==> src/rtl/xcore_sched_pkg.sv <==
// Shared types and constants for the xcore scheduler.
// Build option: XCORE_SCHED_FIXED_PRIO_EN selects fixed-priority arbitration.
package xcore_sched_pkg;

  localparam int unsigned XS_OPW             = 6;
  localparam int unsigned XS_RESULT_WAIT_DEF = 16;
  localparam int unsigned XS_N_REQ_MAX       = 8;
  localparam int unsigned XS_IDW             = $clog2(XS_N_REQ_MAX);

  typedef enum logic [2:0] {
    INIT0,
    INIT1,
    IDLE,
    LAUNCH,
    WAIT,
    RESP
  } sched_state_t;

endpackage

==> src/rtl/xcore_rr_arb.sv <==
// Requester arbiter: round-robin by default, fixed lowest-index priority
// when XCORE_SCHED_FIXED_PRIO_EN is defined.
module xcore_rr_arb
  import xcore_sched_pkg::*;
#(
  parameter int unsigned N_REQ = 4
) (
  input  logic             clock,
  input  logic             reset,
  input  logic [N_REQ-1:0] req,
  input  logic             advance,
  output logic [N_REQ-1:0] grant
);

`ifdef XCORE_SCHED_FIXED_PRIO_EN

  logic found;
  logic unused_ok;

  assign unused_ok = &{1'b0, clock, reset, advance};

  always_comb begin
    grant = '0;
    found = 1'b0;
    for (int unsigned i = 0; i < N_REQ; i++) begin
      if (!found && req[i]) begin
        grant[i] = 1'b1;
        found    = 1'b1;
      end
    end
  end

`else

  logic [XS_IDW-1:0] ptr;
  logic [XS_IDW-1:0] win;
  logic              found;

  // Indices above the last winner are searched first, then wrap to 0..ptr.
  always_comb begin
    grant = '0;
    win   = ptr;
    found = 1'b0;
    for (int unsigned i = 0; i < N_REQ; i++) begin
      if (!found && req[i] && (i > 32'(ptr))) begin
        grant[i] = 1'b1;
        win      = XS_IDW'(i);
        found    = 1'b1;
      end
    end
    for (int unsigned i = 0; i < N_REQ; i++) begin
      if (!found && req[i] && (i <= 32'(ptr))) begin
        grant[i] = 1'b1;
        win      = XS_IDW'(i);
        found    = 1'b1;
      end
    end
  end

  always_ff @(posedge clock) begin
    if (reset) begin
      ptr <= XS_IDW'(N_REQ - 1);
    end else if (advance && found) begin
      ptr <= win;
    end
  end

`endif

endmodule

==> src/rtl/xcore_sched.sv <==
// Schedules requester jobs onto one shared scrambler core and returns results.
// Build option: XCORE_SCHED_FIXED_PRIO_EN (fixed-priority arbitration).
module xcore_sched
  import xcore_sched_pkg::*;
#(
  parameter int unsigned N_REQ       = 4,
  parameter int unsigned RESULT_WAIT = XS_RESULT_WAIT_DEF
) (
  input  logic                    clock,
  input  logic                    reset,
  input  logic [N_REQ-1:0]        req_valid,
  input  logic [XS_OPW*N_REQ-1:0] req_data,
  output logic [N_REQ-1:0]        req_ready,
  output logic                    rsp_valid,
  output logic [XS_OPW-1:0]       rsp_data,
  output logic [2:0]              rsp_id,
  input  logic                    rsp_ready,
  output logic                    core_reset,
  output logic [XS_OPW-1:0]       core_x_in,
  output logic                    core_stbi,
  input  logic [XS_OPW-1:0]       core_x_out
);

  localparam int unsigned CW = $clog2(RESULT_WAIT) + 1;

  sched_state_t      state, state_nx;
  logic [CW-1:0]     wait_cnt;
  logic [XS_OPW-1:0] op_q;
  logic [2:0]        id_q;
  logic [N_REQ-1:0]  grant;
  logic              take;
  logic [2:0]        gidx;
  logic [XS_OPW-1:0] gdata;

  xcore_rr_arb #(
    .N_REQ(N_REQ)
  ) u_arb (
    .clock  (clock),
    .reset  (reset),
    .req    (req_valid),
    .advance(take),
    .grant  (grant)
  );

  always_comb begin
    gidx  = '0;
    gdata = '0;
    for (int unsigned i = 0; i < N_REQ; i++) begin
      if (grant[i]) begin
        gidx  = 3'(i);
        gdata = req_data[i*XS_OPW +: XS_OPW];
      end
    end
  end

  always_comb begin
    state_nx   = state;
    req_ready  = '0;
    take       = 1'b0;
    core_reset = 1'b0;
    core_stbi  = 1'b1;
    core_x_in  = '0;
    rsp_valid  = 1'b0;
    case (state)
      INIT0: begin
        core_reset = 1'b1;
        state_nx   = INIT1;
      end
      INIT1: state_nx = IDLE;
      IDLE: begin
        if (|req_valid) begin
          req_ready = grant;
          take      = 1'b1;
          state_nx  = LAUNCH;
        end
      end
      LAUNCH: begin
        core_stbi = 1'b0;
        core_x_in = op_q;
        state_nx  = WAIT;
      end
      WAIT: begin
        core_x_in = op_q;
        if (wait_cnt == CW'(RESULT_WAIT - 1)) state_nx = RESP;
      end
      RESP: begin
        rsp_valid = 1'b1;
        if (rsp_ready) state_nx = IDLE;
      end
      default: state_nx = INIT0;
    endcase
  end

  always_ff @(posedge clock) begin
    if (reset) begin
      state    <= INIT0;
      wait_cnt <= '0;
      op_q     <= '0;
      id_q     <= '0;
      rsp_data <= '0;
      rsp_id   <= '0;
    end else begin
      state <= state_nx;
      if (take) begin
        op_q <= gdata;
        id_q <= gidx;
      end
      if (state == LAUNCH) begin
        wait_cnt <= '0;
      end else if (state == WAIT) begin
        wait_cnt <= wait_cnt + CW'(1);
      end
      if (state == WAIT && state_nx == RESP) begin
        rsp_data <= core_x_out;
        rsp_id   <= id_q;
      end
    end
  end

endmodule

==> config.mk <==
export PLATFORM = sky130hd
export DESIGN_NAME = xcore_sched
export DESIGN_NICKNAME = d
export VERILOG_FILES = /design/src/rtl/xcore_sched_pkg.sv /design/src/rtl/xcore_rr_arb.sv /design/src/rtl/xcore_sched.sv
export SDC_FILE = /design/constraint.sdc
export NUM_CORES = 1
export LEC_CHECK = 0
export CAP_MARGIN = 20
export CORE_MARGIN = 4
export CORE_UTILIZATION = 46
export CTS_CLUSTER_DIAMETER = 40
export DETAILED_ROUTE_END_ITERATION = 6
export PLACE_DENSITY = 0.94
export SKIP_LAST_GASP = 1
export SLEW_MARGIN = 10
export SYNTH_ARGS = -nofsm -noshare
export SYNTH_HDL_FRONTEND = slang
export SYNTH_SLANG_ARGS = --single-unit
export TNS_END_PERCENT = 50
==> constraint.sdc <==
create_clock -name clock -period 4.99 [get_ports clock]
set_clock_uncertainty 0.05 [all_clocks]
set_input_delay 0.998 -clock clock [delete_from_list [all_inputs] [get_ports clock]]
set_output_delay 0.998 -clock clock [all_outputs]
set_load 0.02 [all_outputs]
# Word level (Yosys, flattened, before mapping)
# Cells that the tools add are included.
# totals
ff_bits,29
in_bits,37
out_inout_bits,22
elab_cells,86
# op_classes
n_addsub,1
magnitude_cmp,6
eq_ne,7
n_mux,39
reduce_logical,26
# op_table
op,count
$mux W3,12
$mux W6,5
$mux W1,19
$pmux W3 S6,1
$logic_and A1 B1 Y1,14
$eq A3 B3 Y1 const B,3
$mux W4,2
$reduce_bool A7 Y1,1
$eq A3 B2 Y1 const B,2
$gt A2 B3 Y1 const A,2
$le A2 B3 Y1 const A,2
$logic_not A1 Y1,6
$add A5 B1 Y5 const B,1
$eq A5 B4 Y1 const B,1
$reduce_or A2 Y1,2
$reduce_or A4 Y1,1
$eq A3 B1 Y1 const B,1
$gt A1 B3 Y1 const A,1
$le A1 B3 Y1 const A,1
$logic_not A3 Y1,1
$reduce_and A2 Y1,1

# Depth between registers and ports, before layout
# Gate-level depths: netlist of the first run.
# depth
word_depth,28
depth_mapped,7
depth_no_buf,7

# Cells and area by module
# Synthesis of the first run repeated with hierarchy kept, for this count alone.
# unflattened
cells_unflattened,204
hier_area_um2,1510.2
# modules_own_cells
mod,n_inst,cells_each,area_per_inst_um2,seq_area_each_um2
xcore_sched,1,177,1292.5,480.5
xcore_rr_arb,1,27,217.7,40.0

# Worst setup path after synthesis of the first run
# Ideal clock, no wire load.
# synth_timing
kind,input port to output port
start,input req_valid[2]
end,output req_ready[1]
arrival_ns,1.923
t_required_ns,3.942
setup_slack_ns,2.019
stages,4
n_path_buf,1
cell_sequence,o41ai_1 nor3_2 buf_2 and2_2
# synth_between
elab_chain_cells,16
elab_cells_between_ends,17
classes_between,mux: 6; reduce/logical: 11
# synth_lines
item,line,source
from (decl),xcore_sched.sv:11,"input logic [N_REQ-1:0] req_valid,"
$logic_and A1 B1 Y1 (2 in a row),xcore_rr_arb.sv:45,if (!found && req[i] && (i > 32'(ptr))) begin
$mux W1,xcore_rr_arb.sv:45,
$logic_not A1 Y1,xcore_rr_arb.sv:45,
$logic_and A1 B1 Y1 (2 in a row),xcore_rr_arb.sv:45,
$mux W1,xcore_rr_arb.sv:45,
$logic_not A1 Y1,xcore_rr_arb.sv:52,if (!found && req[i] && (i <= 32'(ptr))) begin
$logic_and A1 B1 Y1,xcore_rr_arb.sv:52,
$mux W1,xcore_rr_arb.sv:52,
$logic_not A1 Y1,xcore_rr_arb.sv:52,
$logic_and A1 B1 Y1 (2 in a row),xcore_rr_arb.sv:52,
$mux W1,xcore_rr_arb.sv:52,
$mux W4 *,xcore_sched.sv:71,if (|req_valid) begin
$mux W4 *,xcore_sched.sv:64,case (state)
to (decl),xcore_sched.sv:13,"output logic [N_REQ-1:0] req_ready,"
# Every way passes the cells marked *; elsewhere a longest branch is shown, timed or not.

# Worst setup path in the final report of the first run
# layout_timing
start,input req_valid[3]
end,output req_ready[3]
# layout_between
elab_chain_cells,20
elab_cells_between_ends,22
classes_between,mux: 8; reduce/logical: 14
# layout_lines
item,line
$logic_and A1 B1 Y1 (2 in a row),xcore_rr_arb.sv:45
$mux W1,xcore_rr_arb.sv:45
$logic_not A1 Y1,xcore_rr_arb.sv:52
$logic_and A1 B1 Y1,xcore_rr_arb.sv:52
$mux W1,xcore_rr_arb.sv:52
$logic_not A1 Y1,xcore_rr_arb.sv:52
$logic_and A1 B1 Y1 (2 in a row),xcore_rr_arb.sv:52
$mux W1,xcore_rr_arb.sv:52
$logic_not A1 Y1,xcore_rr_arb.sv:52
$logic_and A1 B1 Y1 (2 in a row),xcore_rr_arb.sv:52
$mux W1,xcore_rr_arb.sv:52
$logic_not A1 Y1,xcore_rr_arb.sv:52
$logic_and A1 B1 Y1 (2 in a row),xcore_rr_arb.sv:52
$mux W1,xcore_rr_arb.sv:52
$mux W4 *,xcore_sched.sv:71
$mux W4 *,xcore_sched.sv:64
# Marks and branches as above.

==> flow_summary.toml, run 1 <==
[route]
first_iter_violations = 102
ant_nets = 0
wl_per_cell_um = 14.1
drt_wl_total_um = 3960
via_count = 1541
dr.pass1.iters = 4
routed_via_density = 5.46
drc = 0

[clock_network]
cts_buffers = 3
postCtsHoldBufs = 0
post_cts_buffers = 0
clock_latency_ns = 0.33
cts_tree = "built"
ctsResizeCount = 0
cts_sinks = 26
cts-root-buf = "clkbuf_4"
clock_path_buffers = 2
clk_pin_slew_ns = 0.14
htree_levels = 1

[final_layout]
drive_above_1_share = 0.0504
final_util = 0.676
final_cell_area_um2 = 2060
antenna_cells = 0
layout-area-overhead-vs-synth_pct = 41.6
fin_nets = 278

[min_path]
hold_class = "register to register"
min_delay_path_depth = 2

[synth]
ys_top_cells_by_count = "nand2_1 (36), dfxtp_1 (26), a21oi_1 (20)"
synth_most_common_cell = "nand2_1"
synth-seq-cells = 26
synth_top_cell_by_area = "dfxtp_1"
netlist_instances = 190
avgSynthCellArea_um2 = 7.67
syn_area_um2 = 1460
syn-num-nets = 229
ys_top_cells_by_area = "dfxtp_1 (36%), nand2_1 (9.3%), a21oi_1 (6.9%)"
synth_top_area_share = 0.357
synthFlopType = "dfxtp_1"
yosysUniqueCellTypes = 41
ys_seq_area_frac = 0.357
async_flop_share = 0
ys_warn_count = 0
synth-edff-count = 0

[sta]
finalSetupViolCount = 0
min_period_ns = 4.07
drv_slew = 0
timing.hold.ws_ns = 0.414
fmax_ghz = 0.246
worstMarginPinSlew_ns = 0.637
tns_ns = 0
setup_slack_ns = 0.917
rsz0062_at_grt = "false"
relSlewSlack = 0.573
fin_crit_sh = 0.816
finalHoldViolations = 0

[flow_run]
drv_cap = 0

[floorplan]
io_pins = 59
initial_core_util = 0.477
dieArea_um2 = 4130
fp.dieW_um = 64.3
core_um2 = 3050
die_h_um = 64.3
num_rows = 20

[place]
hpwlAfterDp_um = 2930
gp_congestion = 0.810
io_buffers = 57
pre_cts_ws_ns = 0.918
place_area_um2 = 2010

[setup_path]
critPathRequiredTime_ns = 3.94
crit_top_cell = "clkdlybuf4s50_1"
critPathCaptureType = "output pin"
crit_fanout = 9
path_buf_inv = 2
r2r_slack_ns = 3.14
cp_cell_sequence = "clkdlybuf4s50_1 > o41ai_1 > or3_1 > nor2_1 > clkdlybuf4s50_1"
cpLargestDelayFamily = "buffers and inverters"
cp_slowest_cell = "clkdlybuf4s50_1"
worstSetupPathType = "input pin to output pin"
cp.arrival_ns = 3.02
critPathMaxStageDelay_ns = 0.56
critPathLaunchType = "input pin"
reg2reg_depth = 4
cp.depth = 5

[power]
ir_drop_mv = 0.217
p_per_area_nw_per_um2 = 359
p_leak_nw = 0.753

[outcome]
status = "finished, final reports clean"

[global_routing]
antenna_found_initial = 0
grt_pass1_wl_um = 6310
gr-total-overflow = 0
grtUsageTotal = 0.192
grt_max_degree = 20
grt_pass1_vias = 1427
-- per-stage QoR --
stage | instances | power, mW
floorplan | 190 | 0.501
global placement | 278 | 0.586
detailed placement | 278 | 0.593
CTS | 282 | 0.743
global route | 282 | 0.793
finish | 282 | 0.741
-- placed cells by master, fill, tap and decap left out, drive strengths merged, types with 2 or more instances in the layout --
cell type,n
ha,2
o22ai,2
a21oi,20
o21ai,17
clkdlybuf4s50,57
a32o,6
inv,5
nor3,5
nand2,36
and3,6
a221o,6
nand2b,6
nand3,2
and2,9
clkbuf,3
o211ai,2
nor2,11
dfxtp,26
-- sequential cells by signal (all words and copies together), names as in the netlist --
signal	cells
wait_cnt	5
op_q	6
state	3
id_q	2
u_arb.ptr	2
rsp_data	6
rsp_id	2
-- cell families after synthesis --
kind of cell / Yosys count / share of synthesized area
other: 1 / 0.00257
AND/OR/NAND/NOR: 80 / 0.264
buffers and inverters: 19 / 0.0669
adder cells (fa/ha/maj): 2 / 0.0172
flip-flops: 26 / 0.357
XOR/XNOR: 1 / 0.00601
AO/OA/AOI/OAI: 61 / 0.286
-- worst paths after layout --
kind | start | end
worst min-delay path | rsp_data[0]$_SDFFE_PP0P_ | rsp_data[0]$_SDFFE_PP0P_
worst max-delay path | req_valid[3] | req_ready[3]
worst min register to register | rsp_data[0]$_SDFFE_PP0P_ | rsp_data[0]$_SDFFE_PP0P_
worst max register to register | u_arb.ptr[0]$_SDFFE_PP1P_ | op_q[0]$_SDFFE_PP0P_
-- cell type report --
class / instances / area [um^2]
inverters: 5 / 18.8
repair buffers: 58 / 578
clock buffers: 3 / 22.5
flip-flops and latches: 26 / 520
fillers: 264 / 988
well taps: 44 / 55.1
multi-input cells: 145 / 840
clock inverters: 1 / 30.0
-- worst register-to-register path: cells and delay by family, from the launching register on --
family           cells  cell delay, ns
AO/OA/AOI/OAI        3            0.86
AND/OR/NAND/NOR      1            0.39
flip-flops           1            0.51
-- power by group --
part           internal, mW  switching [mW]
logic                 0.140           0.166
clock network        0.0814          0.0668
registers             0.241          0.0456
total                 0.463           0.279
-- layer usage --
| metal | up-vias | GRT usage | share of wire |
|---|---|---|---|
| li1 | 769 | - | - |
| met1 | 688 | 0.241 | 0.43 |
| met2 | 79 | 0.320 | 0.45 |
| met3 | 5 | 0.0422 | 0.099 |
| met4 | 0 | 0.0712 | 0.014 |
| met5 | - | 0 | 0 |
Note: power is estimated with default switching activity, not from simulation.
==> run 2, diff against run 1 <==
- CORE_UTILIZATION: 46 -> 39
- PLACE_DENSITY: 0.94 -> 0.85
- clock period: 4.99 -> 3.7 ns (I/O delays scaled with it)
==> run 2 against run 1 <==
Critical path type unchanged. Clock power grew 26%. Combinational power up 42%. Sequential share of layout area fell by 0.51 points. Clock-buffer cell count up 1. Critical endpoint is now req_ready[1]. Utilization is 6.9 points lower.
==> flow_summary.toml, run 2 (synthesis gave the netlist of run 1 again) <==
[outcome]
status = "finished, final reports clean"

[global_routing]
gr-total-overflow = 0
grt_pass1_vias = 1449
antenna_found_initial = 0
grtUsageTotal = 0.156
grt_pass1_wl_um = 6310
grt_max_degree = 20

[final_layout]
final_util = 0.608
final_cell_mix = "clkdlybuf4s50_1 (57), nand2_1 (36), dfxtp_1 (26)"
antenna_cells = 0
final_common_cell = "clkdlybuf4s50_1"
fin_nets = 283
largestRegisters = "op_q (6), rsp_data (6), wait_cnt (5)"
layout-area-overhead-vs-synth_pct = 44.5
drive_above_1_share = 0.0700

[power]
p_leak_nw = 0.777
ir_drop_mv = 0.203
p_per_area_nw_per_um2 = 480
finalPower_mw = 1.01

[sta]
fmax_ghz = 0.284
min_period_ns = 3.52
rsz0062_at_grt = "false"
fin_crit_sh = 0.952
tns_ns = 0
finalHoldViolations = 0
worstMarginPinSlew_ns = 0.576
finalSetupViolCount = 0
drv_slew = 0
relSlewSlack = 0.615

[clock_network]
clock_latency_ns = 0.27
cts_tree = "built"
clock_path_buffers = 2
postCtsHoldBufs = 0
cts-root-buf = "clkbuf_8"
cts_buffers = 3
ctsResizeCount = 0
post_cts_buffers = 0
clk_pin_slew_ns = 0.09
htree_levels = 1
cts_sinks = 26

[route]
first_iter_violations = 111
wl_per_cell_um = 13.3
via_count = 1529
ant_nets = 0
drc = 0
dr.pass1.iters = 4
routed_via_density = 5.29
drt_wl_total_um = 3840

[floorplan]
io_pins = 59
dieArea_um2 = 4780
initial_core_util = 0.420
die_h_um = 69.1
num_rows = 21
fp.dieW_um = 69.1
core_um2 = 3470

[setup_path]
reg2reg_from = "state[1]$_SDFF_PP0_"
r2r_slack_ns = 1.77
cp-startpoint = "req_valid[3]"
critPathRequiredTime_ns = 2.91
crit_fanout = 9
cp.arrival_ns = 2.73
critPathLaunchType = "input pin"
worstSetupPathType = "input pin to output pin"
critPathCaptureType = "output pin"

[min_path]
min-delay-start = "rsp_data[5]$_SDFFE_PP0P_"
hold_class = "register to register"

[flow_run]
drv_cap = 0

[place]
io_buffers = 57
gp_congestion = 0.818
hpwlAfterDp_um = 2920
-- run 2: changes by cell type in the layout (fill, tap and decap cells not counted), sizes merged --
cell | before | now
buf | 1 | 6
clkbuf | 3 | 4
bufinv | 1 | 0
-- run 2: final timing paths --
path | to | cells past startpoint
setup / recovery | req_ready[1] | 5
hold / removal | rsp_data[5]$_SDFFE_PP0P_ | 2
setup reg to reg | op_q[0]$_SDFFE_PP0P_ | 5
hold reg to reg | rsp_data[5]$_SDFFE_PP0P_ | 2
-- run 2: area by class of cell --
class                      instances  area [um^2]
tap                               46         57.6
fill                             337         1360
clock buffer                       4         55.1
inverter                           5         18.8
multi-input combinational        145          840
sequential                        26          520
timing repair buffer              63          616
-- run 2: worst max-delay path, stage by stage --
cell and delay [ns]:
clkdlybuf4s50_1 0.58, o41ai_1 0.14, nor3_2 0.43, and2_2 0.24
clkdlybuf4s50_1 0.60
-- run 2: where the power goes --
group          internal, mW  leakage (nW)  switching [mW]
Combinational         0.208         0.537           0.228
Clock                0.0951        0.0288          0.0915
Sequential            0.325         0.211          0.0629
-- run 2: per-layer routing --
layer  up-vias  track usage  part of all wire
met2        43        0.290              0.50
met1       697        0.180              0.44
li1        783            -                 -
met3         6       0.0291             0.047
met4         0       0.0390             0.012
met5         -            0                 0
-- run 2: through the flow --
stage	area (um^2)	setup WS, ns	std cells	hold WS [ns]
2_1_floorplan	1460	1.24	190	0.379
3_3_place_gp	2050	0.246	285	0.391
3_5_place_dp	2050	0.194	285	0.396
4_1_cts	2110	0.186	289	0.409
5_1_grt	2110	0.0820	289	0.435
6_report	2110	0.177	289	0.406
==> run 3, diff against run 2 <==
- ABC_AREA: default -> 1
==> run 3 against run 2 <==
First-iteration DRC count fell by 27%. Register-to-register slack improved by 0.22 ns. Sequential cell count did not move. Design area increased by 2.9%. Clock-buffer cell count did not move. Critical endpoint is now req_ready[2]. Largest cell class unchanged.
==> flow_summary.toml, run 3 <==
[outcome]
status = "finished, final reports clean"

[final_layout]
regArea_um2 = 520
antenna_cells = 0
fin_nets = 327
n_fill_cell = 374
layout-area-overhead-vs-synth_pct = 45.3
multi_input_area_um2 = 773
drive_above_1_share = 0.108
final_common_cell = "clkdlybuf4s50_1"
layout.cells.non_filler = 335
final_util = 0.588
final_cell_mix = "clkdlybuf4s50_1 (57), nand2_1 (42), inv_1 (38)"
final_cell_area_um2 = 2170
largestRegisters = "op_q (6), rsp_data (6), wait_cnt (5)"

[place]
hpwlAfterDp_um = 3020
io_buffers = 57
place_area_um2 = 2110
placed_cells = 331
pre_cts_ws_ns = 0.246
gp_congestion = 0.842

[route]
routed_via_density = 4.64
ant_nets = 0
dr.pass1.iters = 4
wl_per_cell_um = 10.9
drc = 0
drt_wl_total_um = 3670
via_count = 1554
first_iter_violations = 81

[setup_path]
worstSetupPathType = "input pin to output pin"
critPathLaunchType = "input pin"
cp.arrival_ns = 2.66
reg2reg_depth = 7
critPathCaptureType = "output pin"
critPathRequiredTime_ns = 2.91
crit_fanout = 7

[synth]
synth-seq-cells = 26
ys_top_cells_by_count = "nand2_1 (42), inv_1 (38), nor2_1 (29)"
ys_warn_count = 0
ys_top_cells_by_area = "dfxtp_1 (35%), nand2_1 (11%), inv_1 (9.6%)"
synth_most_common_cell = "nand2_1"
syn-num-nets = 268
syn_area_um2 = 1490
avgSynthCellArea_um2 = 6.51
yosysUniqueCellTypes = 25
ys_seq_area_frac = 0.349
synthFlopType = "dfxtp_1"
async_flop_share = 0
synth-edff-count = 0
synth_top_area_share = 0.349
netlist_instances = 229
synth_top_cell_by_area = "dfxtp_1"

[clock_network]
clk_pin_slew_ns = 0.08
clock_path_buffers = 2
clock_latency_ns = 0.27
ctsResizeCount = 0
cts-root-buf = "clkbuf_8"
postCtsHoldBufs = 0
cts_buffers = 3
post_cts_buffers = 0
htree_levels = 1
cts_tree = "built"
cts_sinks = 26

[min_path]
min_delay_path_depth = 2
hold_class = "register to register"

[power]
p_per_area_nw_per_um2 = 355
ir_drop_mv = 0.169
p_leak_nw = 0.879
finalPower_mw = 0.769

[floorplan]
dieArea_um2 = 4880
initial_core_util = 0.404
core_um2 = 3690
fp.dieW_um = 69.8
io_pins = 59
num_rows = 22
die_h_um = 69.8

[global_routing]
grt_pass1_vias = 1517
gr-total-overflow = 0
grt_max_degree = 17
grt_pass1_wl_um = 6290
antenna_found_initial = 0
grtUsageTotal = 0.153

[sta]
timing.hold.ws_ns = 0.396
worstMarginPinSlew_ns = 0.587
setup_slack_ns = 0.247
drv_slew = 0
fmax_ghz = 0.290
finalHoldViolations = 0
relSlewSlack = 0.607
min_period_ns = 3.45
rsz0062_at_grt = "false"
finalSetupViolCount = 0
fin_crit_sh = 0.933
tns_ns = 0

[flow_run]
drv_cap = 0
run 3: cell types whose count changed after synthesis, sizes merged, moves of 8 or more:
| cell | before | now |
|---|---|---|
| nand2 | 36 | 48 |
| nor2 | 11 | 31 |
| nand3 | 2 | 22 |
| and2 | 9 | 0 |
| buf | 11 | 3 |
| inv | 5 | 46 |
run 3: cell type report:
type / instances / area share
multi-input cells: 152 / 0.357
repair buffers: 59 / 0.270
flip-flops and latches: 26 / 0.240
inverters: 46 / 0.0797
well taps: 48 / 0.0277
clock buffers: 4 / 0.0254
run 3: cells by family after synthesis:
family | share of synthesized area
other | 0.00251
buffers and inverters | 0.133
DFF | 0.349
AOI/OAI and AO/OA | 0.163
adders and majority gates | 0.0168
and+or+nand+nor | 0.336
run 3: worst max-delay path, cell delays in order:
cell	delay, ns
clkdlybuf4s50_1	0.51
nand2_4	0.15
nand3_4	0.08
nor2_4	0.16
nand3_4	0.12
nand2_2	0.11
inv_2	0.08
nor2_1	0.10
clkdlybuf4s50_1	0.61
run 3: path summary, 6_finish.rpt:
kind                                  from                       end  slack, ns
setup / recovery              req_valid[1]              req_ready[2]       0.25
hold / removal    rsp_data[4]$_SDFFE_PP0P_  rsp_data[4]$_SDFFE_PP0P_       0.40
setup reg to reg  wait_cnt[1]$_SDFFE_PP0P_  rsp_data[1]$_SDFFE_PP0P_       1.99
hold reg to reg   rsp_data[4]$_SDFFE_PP0P_  rsp_data[4]$_SDFFE_PP0P_       0.40
run 3: metal layers:
| metal | part of all wire | wire length, um | global-route usage |
|---|---|---|---|
| met5 | 0 | 0 | 0 |
| met4 | 0.011 | 41 | 0.0596 |
| met3 | 0.074 | 273 | 0.0319 |
| met2 | 0.49 | 1800 | 0.279 |
| met1 | 0.42 | 1560 | 0.172 |
run 3: where the power goes:
part | switching (mW) | total, mW | leakage, nW | internal [mW]
logic | 0.151 | 0.266 | 0.640 | 0.115
clock network | 0.0878 | 0.183 | 0.0288 | 0.0950
registers | 0.0162 | 0.320 | 0.211 | 0.304
